--- config.mk ---
export PLATFORM = sky130hd
export DESIGN_NAME = ieee488_hs_engine
export DESIGN_NICKNAME = d
export VERILOG_FILES = /design/src/rtl/ieee488_pkg.sv /design/src/rtl/ieee488_fifo.sv /design/src/rtl/ieee488_hs_engine.sv
export SDC_FILE = /design/constraint.sdc
export NUM_CORES = 1
export LEC_CHECK = 0
export BUFFER_PORTS_ARGS = -buffer_cell sky130_fd_sc_hd__clkbuf_2
export CAP_MARGIN = 40
export CORE_MARGIN = 2
export CORE_UTILIZATION = 40
export CTS_CLUSTER_DIAMETER = 40
export DETAILED_ROUTE_END_ITERATION = 10
export GPL_ROUTABILITY_DRIVEN = 0
export GPL_TIMING_DRIVEN = 0
export PLACE_DENSITY = 0.58
export SYNTH_ARGS = -nofsm -noshare
export SYNTH_HDL_FRONTEND = slang
export SYNTH_SLANG_ARGS = --single-unit
--- constraint.sdc ---
create_clock -name clk -period 2.75 [get_ports clk]
set_input_delay 0.825 -clock clk [delete_from_list [all_inputs] [get_ports clk]]
set_output_delay 0.825 -clock clk [all_outputs]
set_load 0.02 [all_outputs]
--- src/rtl/ieee488_pkg.sv ---
// Shared types and constants for the IEEE-488 handshake engine.
// Bus lines are active-low throughout: REL (1) means released.
package ieee488_pkg;

    typedef enum logic [2:0] {
        AhOff,
        AhNrdy,
        AhRdy,
        AhAcpt,
        AhWait
    } ah_state_t;

    typedef enum logic [1:0] {
        ShIdle,
        ShSettle,
        ShDav,
        ShRel
    } sh_state_t;

    typedef struct packed {
        logic       atn;
        logic       eoi;
        logic [7:0] data;
    } rx_entry_t;

    typedef struct packed {
        logic       eoi;
        logic [7:0] data;
    } tx_entry_t;

    localparam logic REL = 1'b1;

endpackage

--- src/rtl/ieee488_fifo.sv ---
// Synchronous FIFO with clock enable and occupancy output.
// Push when full and pop when empty are dropped silently.
module ieee488_fifo #(
    parameter int unsigned W     = 8,
    parameter int unsigned DEPTH = 16,
    localparam int unsigned AW   = $clog2(DEPTH),
    localparam int unsigned LW   = AW + 1
) (
    input  logic          clk,
    input  logic          reset_n,
    input  logic          ce,
    input  logic          push,
    input  logic [W-1:0]  wdata,
    input  logic          pop,
    output logic [W-1:0]  rdata,
    output logic          full,
    output logic          empty,
    output logic [LW-1:0] level
);

    logic [W-1:0]  mem [DEPTH];
    logic [AW-1:0] wr_q, rd_q;
    logic [LW-1:0] cnt_q;
    logic          do_push, do_pop;

    assign full    = (cnt_q == LW'(DEPTH));
    assign empty   = (cnt_q == '0);
    assign level   = cnt_q;
    assign rdata   = mem[rd_q];
    assign do_push = push & ~full;
    assign do_pop  = pop & ~empty;

    always_ff @(posedge clk or negedge reset_n) begin
        if (!reset_n) begin
            wr_q  <= '0;
            rd_q  <= '0;
            cnt_q <= '0;
        end else if (ce) begin
            if (do_push) wr_q <= wr_q + 1'b1;
            if (do_pop)  rd_q <= rd_q + 1'b1;
            unique case ({do_push, do_pop})
                2'b10:   cnt_q <= cnt_q + 1'b1;
                2'b01:   cnt_q <= cnt_q - 1'b1;
                default: cnt_q <= cnt_q;
            endcase
        end
    end

    // Storage needs no reset; only the pointers define validity.
    always_ff @(posedge clk) begin
        if (ce && do_push) mem[wr_q] <= wdata;
    end

endmodule

--- src/rtl/ieee488_hs_engine.sv ---
// IEEE-488 source/acceptor handshake engine with TX/RX FIFOs, ATN trap and source timeout.
// Sits between a VIA-style host interface and the wired-AND, active-low bus.
module ieee488_hs_engine
    import ieee488_pkg::*;
#(
    parameter int unsigned DEPTH  = 16,
    parameter int unsigned SETTLE = 2,
    parameter int unsigned TMO_W  = 12,
    localparam int unsigned LW    = $clog2(DEPTH) + 1
) (
    input  logic          clk,
    input  logic          reset_n,
    input  logic          ce,
    input  logic          talk_en,
    input  logic          listen_en,
    input  logic [7:0]    ieee_data_i,
    input  logic          ieee_atn_i,
    input  logic          ieee_dav_i,
    input  logic          ieee_eoi_i,
    input  logic          ieee_nrfd_i,
    input  logic          ieee_ndac_i,
    output logic [7:0]    ieee_data_o,
    output logic          ieee_dav_o,
    output logic          ieee_eoi_o,
    output logic          ieee_nrfd_o,
    output logic          ieee_ndac_o,
    input  logic          tx_wr,
    input  logic [7:0]    tx_data,
    input  logic          tx_eoi,
    output logic          tx_full,
    output logic [LW-1:0] tx_level,
    input  logic          rx_rd,
    output logic [7:0]    rx_data,
    output logic          rx_eoi,
    output logic          rx_atn,
    output logic          rx_empty,
    output logic          sh_timeout,
    output logic          no_listener
);

    localparam logic [TMO_W-1:0] TMO_LAST = {{(TMO_W-1){1'b1}}, 1'b0};

    logic atn_active, sh_en, ah_en;

    assign atn_active = ~ieee_atn_i;
    assign sh_en      = talk_en & ~atn_active;
    // Talker owns the bus outside ATN, so the acceptor stays off then.
    assign ah_en      = atn_active | (listen_en & ~talk_en);

    // FIFOs
    tx_entry_t       tx_wdata, tx_head;
    logic            tx_empty, tx_pop;
    rx_entry_t       rx_lat_q, rx_head;
    logic            rx_full, rx_push;
    logic [LW-1:0]   rx_lvl;

    assign tx_wdata = '{eoi: tx_eoi, data: tx_data};

    ieee488_fifo #(
        .W     (9),
        .DEPTH (DEPTH)
    ) u_tx_fifo (
        .clk     (clk),
        .reset_n (reset_n),
        .ce      (ce),
        .push    (tx_wr),
        .wdata   (tx_wdata),
        .pop     (tx_pop),
        .rdata   (tx_head),
        .full    (tx_full),
        .empty   (tx_empty),
        .level   (tx_level)
    );

    ieee488_fifo #(
        .W     (10),
        .DEPTH (DEPTH)
    ) u_rx_fifo (
        .clk     (clk),
        .reset_n (reset_n),
        .ce      (ce),
        .push    (rx_push),
        .wdata   (rx_lat_q),
        .pop     (rx_rd),
        .rdata   (rx_head),
        .full    (rx_full),
        .empty   (rx_empty),
        .level   (rx_lvl)
    );

    assign rx_data = rx_head.data;
    assign rx_eoi  = rx_head.eoi;
    assign rx_atn  = rx_head.atn;

    // Acceptor handshake
    ah_state_t ah_q, ah_d;
    logic      ah_latch, rx_room, ah_nrfd, ah_ndac;

    // Keep a spare slot outside ATN so a command byte can always be taken.
    assign rx_room  = atn_active ? ~rx_full : (rx_lvl <= LW'(DEPTH - 2));
    assign ah_latch = (ah_q == AhRdy) & ah_en & ~ieee_dav_i;
    assign rx_push  = (ah_q == AhAcpt);

    always_ff @(posedge clk or negedge reset_n) begin
        if (!reset_n) begin
            ah_q     <= AhOff;
            rx_lat_q <= '0;
        end else if (ce) begin
            ah_q <= ah_d;
            if (ah_latch) begin
                rx_lat_q <= '{atn: atn_active, eoi: ~ieee_eoi_i, data: ~ieee_data_i};
            end
        end
    end

    always_comb begin
        ah_d = ah_q;
        unique case (ah_q)
            AhOff:  if (ah_en) ah_d = AhNrdy;
            AhNrdy: begin
                if (!ah_en)       ah_d = AhOff;
                else if (rx_room) ah_d = AhRdy;
            end
            AhRdy: begin
                if (!ah_en)           ah_d = AhOff;
                else if (!ieee_dav_i) ah_d = AhAcpt;
            end
            AhAcpt: ah_d = AhWait;
            AhWait: if (ieee_dav_i) ah_d = AhNrdy;
            default: ah_d = AhOff;
        endcase
    end

    always_comb begin
        ah_nrfd = REL;
        ah_ndac = REL;
        unique case (ah_q)
            AhNrdy: begin ah_nrfd = 1'b0; ah_ndac = 1'b0; end
            AhRdy:  begin ah_nrfd = REL;  ah_ndac = 1'b0; end
            AhAcpt: begin ah_nrfd = 1'b0; ah_ndac = 1'b0; end
            AhWait: begin ah_nrfd = 1'b0; ah_ndac = REL;  end
            default: begin ah_nrfd = REL; ah_ndac = REL;  end
        endcase
    end

    // Source handshake
    sh_state_t        sh_q, sh_d;
    logic [3:0]       settle_q, settle_d;
    logic [TMO_W-1:0] tmo_q, tmo_d;
    logic             no_lst_q, no_lst_d, tmo_flag_q, tmo_flag_d;
    logic             settled, tmo_fire, sh_timing;
    logic [7:0]       sh_data;
    logic             sh_dav, sh_eoi;

    assign settled   = (settle_q == 4'(SETTLE));
    assign sh_timing = (sh_q == ShSettle) | (sh_q == ShDav);
    // Fires on the tick that brings the counter to all-ones.
    assign tmo_fire  = sh_timing & (tmo_q == TMO_LAST);

    always_ff @(posedge clk or negedge reset_n) begin
        if (!reset_n) begin
            sh_q       <= ShIdle;
            settle_q   <= '0;
            tmo_q      <= '0;
            no_lst_q   <= 1'b0;
            tmo_flag_q <= 1'b0;
        end else if (ce) begin
            sh_q       <= sh_d;
            settle_q   <= settle_d;
            tmo_q      <= tmo_d;
            no_lst_q   <= no_lst_d;
            tmo_flag_q <= tmo_flag_d;
        end
    end

    always_comb begin
        sh_d       = sh_q;
        settle_d   = settle_q;
        no_lst_d   = no_lst_q;
        tmo_flag_d = tmo_flag_q;
        tx_pop     = 1'b0;
        if (!sh_en) begin
            sh_d = ShIdle;
        end else begin
            unique case (sh_q)
                ShIdle: begin
                    settle_d = '0;
                    // A sticky fault parks the source until the host drops talk_en.
                    if (!tx_empty && !no_lst_q && !tmo_flag_q) sh_d = ShSettle;
                end
                ShSettle: begin
                    if (!settled) begin
                        settle_d = settle_q + 4'd1;
                    end else if (ieee_nrfd_i && ieee_ndac_i) begin
                        no_lst_d = 1'b1;
                        sh_d     = ShIdle;
                    end else if (ieee_nrfd_i && !ieee_ndac_i) begin
                        sh_d = ShDav;
                    end
                end
                ShDav: begin
                    if (ieee_ndac_i) begin
                        tx_pop = 1'b1;
                        sh_d   = ShRel;
                    end
                end
                ShRel:   sh_d = ShIdle;
                default: sh_d = ShIdle;
            endcase
            if (tmo_fire && (sh_d == sh_q)) begin
                sh_d       = ShIdle;
                tmo_flag_d = 1'b1;
            end
        end
        tmo_d = (sh_timing && (sh_d == sh_q)) ? tmo_q + 1'b1 : '0;
        if (!talk_en) begin
            no_lst_d   = 1'b0;
            tmo_flag_d = 1'b0;
        end
    end

    // Gated by atn_active directly so the release is combinational.
    always_comb begin
        sh_data = 8'hFF;
        sh_dav  = REL;
        sh_eoi  = REL;
        if (sh_en) begin
            unique case (sh_q)
                ShSettle: begin
                    sh_data = ~tx_head.data;
                    sh_eoi  = ~tx_head.eoi;
                end
                ShDav: begin
                    sh_data = ~tx_head.data;
                    sh_eoi  = ~tx_head.eoi;
                    sh_dav  = 1'b0;
                end
                default: begin
                    sh_data = 8'hFF;
                    sh_dav  = REL;
                    sh_eoi  = REL;
                end
            endcase
        end
    end

    assign ieee_data_o = sh_data;
    assign ieee_dav_o  = sh_dav;
    assign ieee_eoi_o  = sh_eoi;
    assign ieee_nrfd_o = ah_nrfd;
    assign ieee_ndac_o = ah_ndac;
    assign sh_timeout  = tmo_flag_q;
    assign no_listener = no_lst_q;

endmodule

== Yosys cells after proc, flatten, opt, wreduce, memory -nomap -nowiden ==
Memory sizes are Yosys's and may differ from the RTL's.
Index checks and enable logic that the tools add are counted.
W data, S select, Z words.
Cells by class
  add/subtract/negate cells: 10
  multiply operators: 0
  divide/modulo/power cells: 0
  order comparisons: 1
  eq/ne operators: 27
  shift operators: 0
  muxes and demuxes: 45
  bitwise operators: 22
  reduce and logical (&&, ||, !) cells: 33
Operator list (number)
  $mux W1: 22
  $add A4 B1 Y4 const B: 5
  $pmux W5 S2: 2
  $mux W3: 6
  $mux W2: 8
  $mux W8: 2
  $not A8 Y8: 2
  $pmux W3 S5: 1
  $reduce_and A2 Y1: 7
  $add A12 B1 Y12 const B: 1
  $eq A12 B12 Y1 const B: 1
  $mux W12: 1
  $add A5 B1 Y5 const B: 2
  $eq A5 B5 Y1 const B: 2
  $logic_not A5 Y1: 2
  $ne A2 B1 Y1 const B: 5
  $reduce_and A5 Y1: 2
  $sub A5 B1 Y5 const B: 2
  $and A1 B1 Y1: 9
  $not A1 Y1: 9
  $eq A2 B2 Y1 const B: 4
  $logic_and A1 B1 Y1: 8
  $pmux W2 S4: 1
  $pmux W4 S2: 1
  19 further kinds: 33
Word-level totals
  bits in registers: 59
  latch bits: 0
  bits in writable memories: 304
  bits in read-only memories: 0
  input port bits: 29
  output and inout port bits: 31
  logic and storage cells: 155
  memories: 2
Memory list
  u_rx_fifo.mem: depth 16, width 10, rd ports 1, clocked after Yosys merged registers in 0, write ports 1, RTL line ieee488_fifo.sv:21  | logic [W-1:0] mem [DEPTH];
  u_tx_fifo.mem: depth 16, width 9, rd ports 1, clocked after Yosys merged registers in 0, write ports 1, RTL line ieee488_fifo.sv:21

== Longest topological paths before layout ==
Gate-level depths: netlist of the first run.
  word-level depth: 14
  depth in mapped cells: 13

== By module ==
Synthesis of the first run repeated with hierarchy kept, for this count alone.
Second synthesis, totals
  cells, all modules: 904
  area, all modules: 15412.3 µm²
By module, submodules not included
  ieee488_fifo (u_rx_fifo): times used 1, cells each 347, area an instance 6926.6 µm²
  ieee488_fifo (u_tx_fifo): times used 1, cells each 325, area an instance 6431.2 µm²
  ieee488_hs_engine: times used 1, cells each 232, area an instance 2054.5 µm²

== Worst setup path before layout of the first run ==
OpenSTA, ideal clock, no wires.
  path kind: register to output
  start: register u_rx_fifo.rd_q[0]
  end: output port rx_data[1]
  data arrival time: 2165 ps
  data required time: 1925 ps
  slack: -240 ps
  cell stages (with the launch flop): 5
  buffers on the path: 2
  path through: dfrtp_1 -> clkbuf_1 -> buf_1 -> mux4_2 -> mux4_2
On the way
  longest elaborated chain between the ends: 1
Ends and longest elaborated chain
  start: declaration: RTL line ieee488_fifo.sv:22  | logic [AW-1:0] wr_q, rd_q;
  start signal: assignment: RTL line ieee488_fifo.sv:40  | if (do_pop) rd_q <= rd_q + 1'b1;
  $mem_v2 Z16 W10
  end: declaration: RTL line ieee488_hs_engine.sv:33  | output logic [7:0] rx_data,
No other way between the ends.

== Worst setup path in the final report of the first run ==
  start: register u_tx_fifo.rd_q[0]
  end: output port ieee_data_o[6]
On the way
  longest elaborated chain between the ends: 4
Ends and longest elaborated chain
  start: declaration: RTL line ieee488_fifo.sv:22
  start signal: assignment: RTL line ieee488_fifo.sv:40
  $mem_v2 Z16 W9
  $not A8 Y8: RTL line ieee488_hs_engine.sv:230, ieee488_hs_engine.sv:234
  $mux W8
  $mux W8: RTL line ieee488_hs_engine.sv:227  | if (sh_en) begin
  end: declaration: RTL line ieee488_hs_engine.sv:22  | output logic [7:0] ieee_data_o,
No other way between the ends.

==> out/results.txt, run 1 <==
Number of global-route vias before repair: 8,310
Data required, critical path: 1930 ps
Synth-to-Final Area Change: 24.06%
Final hold vios: 0
Switching Fraction: 29.15%
CTS Buf Count: 49
Vias/cell: 5.164
Post-synth EDFFs: 304
Sequential share of the synthesized area: 70.19%
Ys async rst share: 16.25%
Finished Layout Cells: 1,535
Hold Path Class: input pin to async pin
Largest net degree at the start of global routing: 44
Critical path type: flop to output pin
Synthesized instance count: 836
Dominant cell type by area after synthesis: edfxtp_1
Design Power: 18,480 uW
Synthesis warning total: 0
Internal power: 13,090 uW
Worst-margin pin slew: 877.3 ps
Clk slew on worst S/H paths: 50 ps
Layout cell share with drive strength beyond 1: 35.64%
Peak supply drop: 0.0005422 V
CTS tree: done
Global-route usage over all layers: 17.71%
Final WL: 33,580 um
Placed Cells: 1,427
Hold_ws: 170.4 ps
Clock tree buffer depth: 3
Violated checks: negative setup slack
First-pass GRT wire length: 50,950 um
Initial Utilization: 40.40%
Die height: 198.3 um
Post-DP HPWL: 21,890 um
Setup slack after layout: -628.7 ps
Synth unique cells: 61
Dominant cells by area after synthesis: edfxtp_1 (60%), mux4_2 (14%), dfrtp_1 (9.8%)
Minimum clock period: 3379 ps
Syn nets: 892
Slew headroom: 41.30%
RSZ-0062 raised after global routing: true
Placement Cell Area: 0.01631 mm^2
Combinational power share: 26.1%
Initial drt markers: 655
ANT nets after route: 0
# diodes: 0
Number of buffers inserted by port buffering: 58
Worst Path Max Fanout: 6
Clock network fraction of total power: 34.4%
Area fraction of the dominant cell type after synthesis: 60.42%
Critical Path AT: 2550 ps
Die ar.: 0.03934 mm^2
I/O Pins: 60
Nets: 1,041
DR DRC count: 0
Critical path startpoint category: flop
#FFs+latches synth: 363
Drt wl/cell: 21.88 um
DR pass1 iterations: 5
Period utilization: 122.9%
Primary FF master, synth: edfxtp_1
Count leader, synth: edfxtp_1
Row count: 71
Fin Clk Skew: 26.95 ps
CTS sink cnt: 363
Worst Setup End Kind: output pin
H-Tree Depth: 2
Final setup viols: 19
Vias: 7,927
Sw power: 5385 uW
Final max-slew violation count: 0
CTS root buffer: clkbuf_16
P per Cell Area: 985.7 mW/mm^2
MaxCap Viol Count: 0
Flop pwr share: 39.5%
Final instance area: 0.01874 mm^2
Core ar.: 0.03740 mm^2
Mean area per synthesized cell: 18.07 um^2
Initial antenna violation count: 0
Gr ovfl total: 0
Commonest cells post-synth: edfxtp_1 (304), mux4_2 (95), dfrtp_1 (59), nand2_1 (56), nor2_1 (34)
Synth Cell Area: 0.01511 mm^2
Worst setup slack after placement: -564.3 ps
Lkg Pwr: 0.006551 uW
FMAX: 0.2960 GHz
Outcome: finished, violations left
Latest clock arrival within the worst-skew pair: 580 ps
Die width: 198.3 um
Hold_buf cts: 0
## registers in the layout (all words and copies together), names as in the netlist
name / flops
tmo_q: 12
u_tx_fifo.level: 5
u_rx_fifo.rd_q: 4
u_tx_fifo.wr_q: 4
sh_q: 2
ah_q: 3
u_tx_fifo.rd_q: 4
sh_timeout: 1
settle_q: 4
u_rx_fifo.mem: 160
u_tx_fifo.mem: 144
rx_lat_q: 10
u_rx_fifo.level: 5
u_rx_fifo.wr_q: 4
no_listener: 1
## metal layers
metal / part of all wire, % / track usage [%]
met5: 0 / 0
met2: 50 / 29.80
met3: 5.1 / 3.713
met4: 2.1 / 5.458
met1: 42 / 23.13
## what timing repair did
item / in CTS / in global routing
buffers inserted: 16 / 3
hold endpoints to repair: 0 / 0
cloned: 6 / 1
endpoints found under the setup margin: 139 / 204
pin swaps: 9 / 12
resized for setup: 106 / 60
## power groups by stage
stage                     clock (uW)  combinational [uW]  sequential (uW)
after floorplan                    0                2810             7170
after global placement             0                3870             7330
after detailed placement           0                3970             7360
after CTS                       6480                4780             7290
after global routing            6710                5190             7390
final                           6350                4820             7300
## worst max-delay path, cell delays in order, from the launching register on
cell     delay [ps]
dfrtp_2         420
buf_12          160
buf_12          130
mux4_2          540
mux4_2          480
nand2_2         120
buf_8           120
## worst paths after layout
kind / start / to / slack, ps / depth (start not counted)
worst max-delay path: u_tx_fifo.rd_q[0] / ieee_data_o[6] / -630 / 6
worst min register to register: settle_q[2] / settle_q[2] / 540 / 1
worst max register to register: u_tx_fifo.level[0] / u_tx_fifo.level[4] / 180 / 12
min in group clk: ieee_data_i[4] / rx_lat_q[4] / 450 / 2
worst min-delay path: reset_n / u_tx_fifo.level[0] / 170 / 1
max in group asynchronous: reset_n / sh_q[0] / 2060 / 2
## final cells by class
cell class | instances | area [um^2]
Buffer | 36 | 376.6
Sequential cell | 363 | 10610
Inverter | 29 | 108.9
Tap cell | 511 | 639.4
Multi-Input combinational cell | 404 | 4390
Timing Repair Buffer | 102 | 952.2
Fill cell | 3074 | 18660
Clock buffer | 56 | 1284
Clock inverter | 34 | 380.4
## kinds of logic after synthesis
family	Yosys count	share of synthesized area, %
compound gates	80	3.752
xor+xnor	30	1.739
fa+ha+maj	27	2.335
buf+inv	69	1.988
flops	363	70.19
mux	99	14.44
simple gates	168	5.549
## through the flow
step,setup TNS (ps),util [%]
floorplan,0,-
global placement,-131340,42.96
detailed placement,-44920,43.61
CTS,-12140,49.84
global route,-11880,50.12
finish,-10810,50.12
## layout by cell type (no fill, tap or decap), types with 6 or more instances in the layout
cell	count
edfxtp_1	304
mux4_2	95
dfrtp_1	54
clkbuf_16	52
nand2_1	47
clkbuf_2	40
nor2_1	30
o21ai_0	30
inv_1	28
buf_4	27
ha_1	22
buf_6	19
xnor2_1	17
clkbuf_1	15
xor2_1	13
buf_8	12
a21oi_2	11
buf_12	11
nand2b_1	10
nand3_1	10
nand2_2	9
clkbuf_8	8
clkinv_2	8
nand4_1	7
a21oi_1	7
a21o_1	6
bufinv_16	6
clkinv_1	6
Power figures use the tool's default switching activity.
==> run 2: changes to the inputs <==
Settings changed: SYNTH_HIERARCHICAL set to 1.
==> out/results.txt, run 2 <==
Outcome: finished, violations left
Violated checks: negative setup slack
Critical path startpoint category: flop
Dominant cells by area after synthesis: edfxtp_1 (59%), dfrtp_1 (9.6%), mux4_2 (7.6%)
Worst Setup End Kind: output pin
CTS sink cnt: 363
Dominant cell type by area after synthesis: edfxtp_1
Synthesized instance count: 904
DR pass1 iterations: 4
Synth Cell Area: 0.01541 mm^2
Number of buffers inserted by port buffering: 58
Clock tree buffer depth: 3
Worst-margin pin slew: 890.8 ps
Vias: 8,473
I/O Pins: 60
Clk slew on worst S/H paths: 60 ps
Post-DP HPWL: 21,310 um
# diodes: 0
Lkg Pwr: 0.006593 uW
Final setup viols: 20
Primary FF master, synth: edfxtp_1
Final hold vios: 0
Most frequent cells in the layout: edfxtp_1 (304), mux4_2 (71), nand2_1 (58)
Global-route usage over all layers: 16.95%
Peak supply drop: 0.0005460 V
CTS root buffer: clkbuf_16
Area fraction of the dominant cell type after synthesis: 59.23%
Worst setup slack after placement: -460.6 ps
CTS tree: done
Die height: 200.3 um
Gr ovfl total: 0
First-pass GRT wire length: 51,960 um
Final WL: 33,700 um
Largest Register: u_rx_fifo/mem
Critical path launch point: u_rx_fifo/rd_q[0]
Die ar.: 0.04012 mm^2
Commonest cells post-synth: edfxtp_1 (304), nand2_1 (70), dfrtp_1 (59), mux4_2 (52), nor2_1 (46)
RSZ-0062 raised after global routing: true
Syn nets: 960
Max FFs per register: 160
Final max-slew violation count: 0
Largest net degree at the start of global routing: 36
Latest clock arrival within the worst-skew pair: 570 ps
Row count: 71
Mean area per synthesized cell: 17.05 um^2
Placed Cells: 1,488
Ys async rst share: 16.25%
Vias/cell: 5.240
Core ar.: 0.03784 mm^2
Post-synth EDFFs: 304
Synthesis warning total: 6
Finished Layout Cells: 1,617
Initial Utilization: 40.73%
DR DRC count: 0
ANT nets after route: 0
Data required, critical path: 1930 ps
Initial drt markers: 417
Layout cell share with drive strength beyond 1: 35.62%
Nets: 1,122
Initial antenna violation count: 0
P per Cell Area: 943.2 mW/mm^2
Fin Clk Skew: 14.69 ps
Synth unique cells: 71
Worst Path Max Fanout: 6
CTS Buf Count: 50
#FFs+latches synth: 363
Synth-to-Final Area Change: 23.36%
Critical Path AT: 2330 ps
Number of global-route vias before repair: 8,691
FMAX: 0.3165 GHz
Period utilization: 114.9%
Regs by FF count: u_rx_fifo/mem x160, u_tx_fifo/mem x144, tmo_q x12
Drt wl/cell: 20.84 um
H-Tree Depth: 2
Die width: 200.3 um
Sequential share of the synthesized area: 68.81%
Slew headroom: 40.39%
Minimum clock period: 3159 ps
MaxCap Viol Count: 0
Commonest non-fill, non-tap cell in the layout: edfxtp_1
Setup slack after layout: -409.3 ps
Hold Path Class: input pin to async pin
Critical path type: flop to output pin
Fin util: 50.24%
R2r startpoint: u_rx_fifo/level[3]
Count leader, synth: edfxtp_1
run 2: cell types whose count changed after synthesis, sizes merged, moves of 10 or more:
cell / before / now
clkbuf: 26 / 16
mux4: 95 / 76
and2: 10 / 21
nor2: 35 / 46
buf: 13 / 23
a22oi: 2 / 38
nand2: 57 / 71
run 2: layout make-up:
type,instances,area (um^2)
Multi-Input combinational cell,475,4767
Sequential cell,363,10610
Clock inverter,35,301.5
Inverter,27,117.6
Fill cell,3184,18830
Tap cell,511,639.4
Clock buffer,57,1287
Buffer,33,285.3
Timing Repair Buffer,116,1002
run 2: cell families after synthesis:
kind of cell               after synthesis  synth area share [%]
AOI/OAI and AO/OA                      130                 6.259
xor gates and xnor gates                25                 1.421
adders and majority gates               27                 2.289
buffers and inverters                   66                 2.078
DFF                                    363                 68.81
muxes                                   85                 12.36
and+or+nand+nor                        208                 6.779
run 2: worst max-delay path, cell delays in order (launching register included):
cell     delay (ps)
dfrtp_1         370
buf_8           160
buf_12          120
buf_16          120
buf_4           110
mux4_2          490
a22oi_2         150
nand2_2         100
buf_8           140
run 2: metrics by stage:
step	hold WS [ps]	cell area, um^2	power, uW	setup TNS (ps)
6_report	203.8	19010	17930	-7093
5_1_grt	217.2	19010	18800	-9095
4_1_cts	186.3	18690	17910	-8867
3_5_place_dp	491.8	16550	11120	-10240
3_3_place_gp	473.2	16420	11000	-24500
2_1_floorplan	454.8	15490	9735	-125.9
run 2: worst paths after layout:
path / cells past startpoint / slack (ps) / to
worst max register to register: 8 / -40 / u_rx_fifo/level[4]
worst min-delay path: 1 / 200 / u_tx_fifo/level[2]
worst max-delay path: 8 / -410 / rx_data[0]
max in group asynchronous: 2 / 2010 / sh_q[0]
worst min register to register: 1 / 510 / u_rx_fifo/wr_q[3]
min in group clk: 2 / 440 / rx_lat_q[1]
run 2: timing repair:
action | CTS | global route
endpoints found under the hold margin | 0 | 0
pin swaps | 20 | 37
setup buffers | 17 | 24
gates resized for setup | 107 | 81
endpoints found under the setup margin | 34 | 34
hold buffers | 0 | 0
gates cloned | 2 | 1
run 2: where the power goes:
group	internal (uW)	switching (uW)	total (uW)	leakage, uW
Combinational	2170	2240	4410	0.00230
Clock	3540	2500	6040	0.000767
Sequential	6750	733	7490	0.00352
Total	12500	5470	17900	0.00659
run 2: layer usage:
| layer | up-vias | routed length [um] | track usage (%) |
|---|---|---|---|
| met5 | - | 0 | 0 |
| met4 | 0 | 761 | 5.688 |
| met3 | 63 | 1294 | 2.766 |
| met2 | 170 | 16790 | 28.25 |
| met1 | 4349 | 14860 | 22.75 |
| li1 | 3891 | - | - |
==> run 3: changes to the inputs <==
Settings changed: CORE_ASPECT_RATIO set to 1.25.
Clock period 2.75 ns to 2.6 ns, I/O delays scaled along.
==> out/results.txt, run 3 (synthesis results as in run 2) <==
Design Power: 18,640 uW
First-pass GRT wire length: 52,910 um
Period utilization: 120.6%
CTS tree: done
Clock tree buffer depth: 3
Fin util: 49.52%
DR DRC count: 0
Most Frequent Cell on Critical Path: buf_12
Placement Cell Area: 0.01656 mm^2
Nets: 1,120
Core ar.: 0.03814 mm^2
Most frequent cells in the layout: edfxtp_1 (304), mux4_2 (70), nand2_1 (65)
Post-DP HPWL: 23,000 um
Die height: 223.5 um
Outcome: finished, violations left
Initial antenna violation count: 1
Layout cell share with drive strength beyond 1: 36.15%
Final hold vios: 0
Regs by FF count: u_rx_fifo/mem x160, u_tx_fifo/mem x144, tmo_q x12
Worst-margin pin slew: 907.8 ps
Global-route usage over all layers: 17.39%
RSZ-0062 raised after global routing: true
Gr ovfl total: 0
Synth-to-Final Area Change: 22.54%
Largest Register: u_rx_fifo/mem
Number of global-route vias before repair: 8,774
Vias: 8,546
Final instance area: 0.01889 mm^2
Hold Path Class: input pin to async pin
Data required, critical path: 1820 ps
CTS sink cnt: 363
Fin Clk Skew: 22.24 ps
Lkg Pwr: 0.006543 uW
ANT nets after route: 0
Final max-slew violation count: 0
Critical path startpoint category: flop
Setup slack, reg-to-reg: -110 ps
Worst Setup End Kind: output pin
Final setup viols: 22
Vias/cell: 5.365
CP peak stage delay: 500 ps
# diodes: 0
RR Endpoint: u_rx_fifo/level[4]
H-Tree Depth: 2
TNS Setup: -8988 ps
Worst Path Max Fanout: 7
Initial Utilization: 40.41%
Commonest non-fill, non-tap cell in the layout: edfxtp_1
Initial drt markers: 574
Critical Path AT: 2360 ps
Clk slew on worst S/H paths: 60 ps
Row count: 80
I/O Pins: 60
MaxCap Viol Count: 0
CP Buf/Inv Count: 3
Max FFs per register: 160
Crit path max-delay family: multiplexers
FF-to-FF path depth: 10
R2r startpoint: u_rx_fifo/level[3]
FMAX: 0.3189 GHz
Critical path type: flop to output pin
Drt wl/cell: 22.07 um
CTS Buf Count: 45
CTS root buffer: clkbuf_16
Slew headroom: 39.26%
Largest net degree at the start of global routing: 53
Hold_buf cts: 0
Die width: 179.6 um
Peak supply drop: 0.0006099 V
Final WL: 35,160 um
Setup slack after layout: -535.5 ps
Violated checks: negative setup slack
Critical-path top delay cell: mux4_2
DR pass1 iterations: 5
Crit-path cells: buf_12 > buf_12 > mux4_2 > a22oi_2 > nand2_1 > nand2_2 > buf_6
Die ar.: 0.04013 mm^2
Layout filler cell count: 3,170
Latest clock arrival within the worst-skew pair: 560 ps
Number of buffers inserted by port buffering: 58
P per Cell Area: 987.1 mW/mm^2
Hold_ws: 87.19 ps
Minimum clock period: 3135 ps
## run 3: changes by cell type in the layout (fill, tap and decap cells not counted), sizes merged
| cell | change |
|---|---|
| buf | -2 |
| bufinv | +1 |
| clkinv | +4 |
| clkinvlp | -4 |
| inv | -4 |
## run 3: how the worst max path moves through the flow
| stage | slack, ps | startpoint | cells after the start | endpoint |
|---|---|---|---|---|
| 6_report | -540 | u_tx_fifo/rd_q[0] | 7 | ieee_data_o[0] |
| 5_1_grt | -600 | u_tx_fifo/rd_q[0] | 7 | ieee_data_o[2] |
| 4_1_cts | -610 | u_tx_fifo/rd_q[0] | 7 | ieee_data_o[3] |
| 3_5_place_dp | -580 | u_rx_fifo/rd_q[1] | 6 | rx_data[2] |
| 2_1_floorplan | -230 | ieee_atn_i | 12 | u_tx_fifo/level[4] |
| 3_3_place_gp | -520 | u_rx_fifo/rd_q[1] | 6 | rx_eoi |
## run 3: layer usage
layer	wire length [um]	up-vias	part of all wire, %	track usage, %
met3	1712	53	4.9	3.232
met1	14110	4384	40	21.43
met2	18490	219	53	31.01
met5	13	-	0.037	0
li1	-	3888	-	-
met4	837	2	2.4	5.455
## run 3: final cells by class
cell class,count,area [um^2],area share [%]
well taps,492,615.6,3.260
clock inverters,32,290.3,1.537
clock buffers,52,1162,6.155
plain buffers,35,316.6,1.676
flip-flops and latches,363,10620,56.21
repair buffers,117,942.2,4.989
multi-input cells,475,4830,25.57
inverters,27,113.9,0.6029
## run 3: what timing repair did
item / in CTS / in global routing
setup endpoints to repair: 41 / 68
gates resized for setup: 119 / 70
setup buffers: 26 / 15
pin swaps: 31 / 34
cloned: 1 / 1
## run 3: where the power goes
group	switching (uW)	total, uW	internal, uW
Clock	2500	5980	3480
Sequential	821	7970	7140
Combinational	2440	4700	2260
Total	5750	18600	12900
## run 3: stage by stage
step	std cells	worst slack (ps)
3_3_place_gp	1454	-521.8
6_report	1593	-535.5
2_1_floorplan	904	-230.9
5_1_grt	1593	-602.2
4_1_cts	1578	-608.9
3_5_place_dp	1471	-581.4
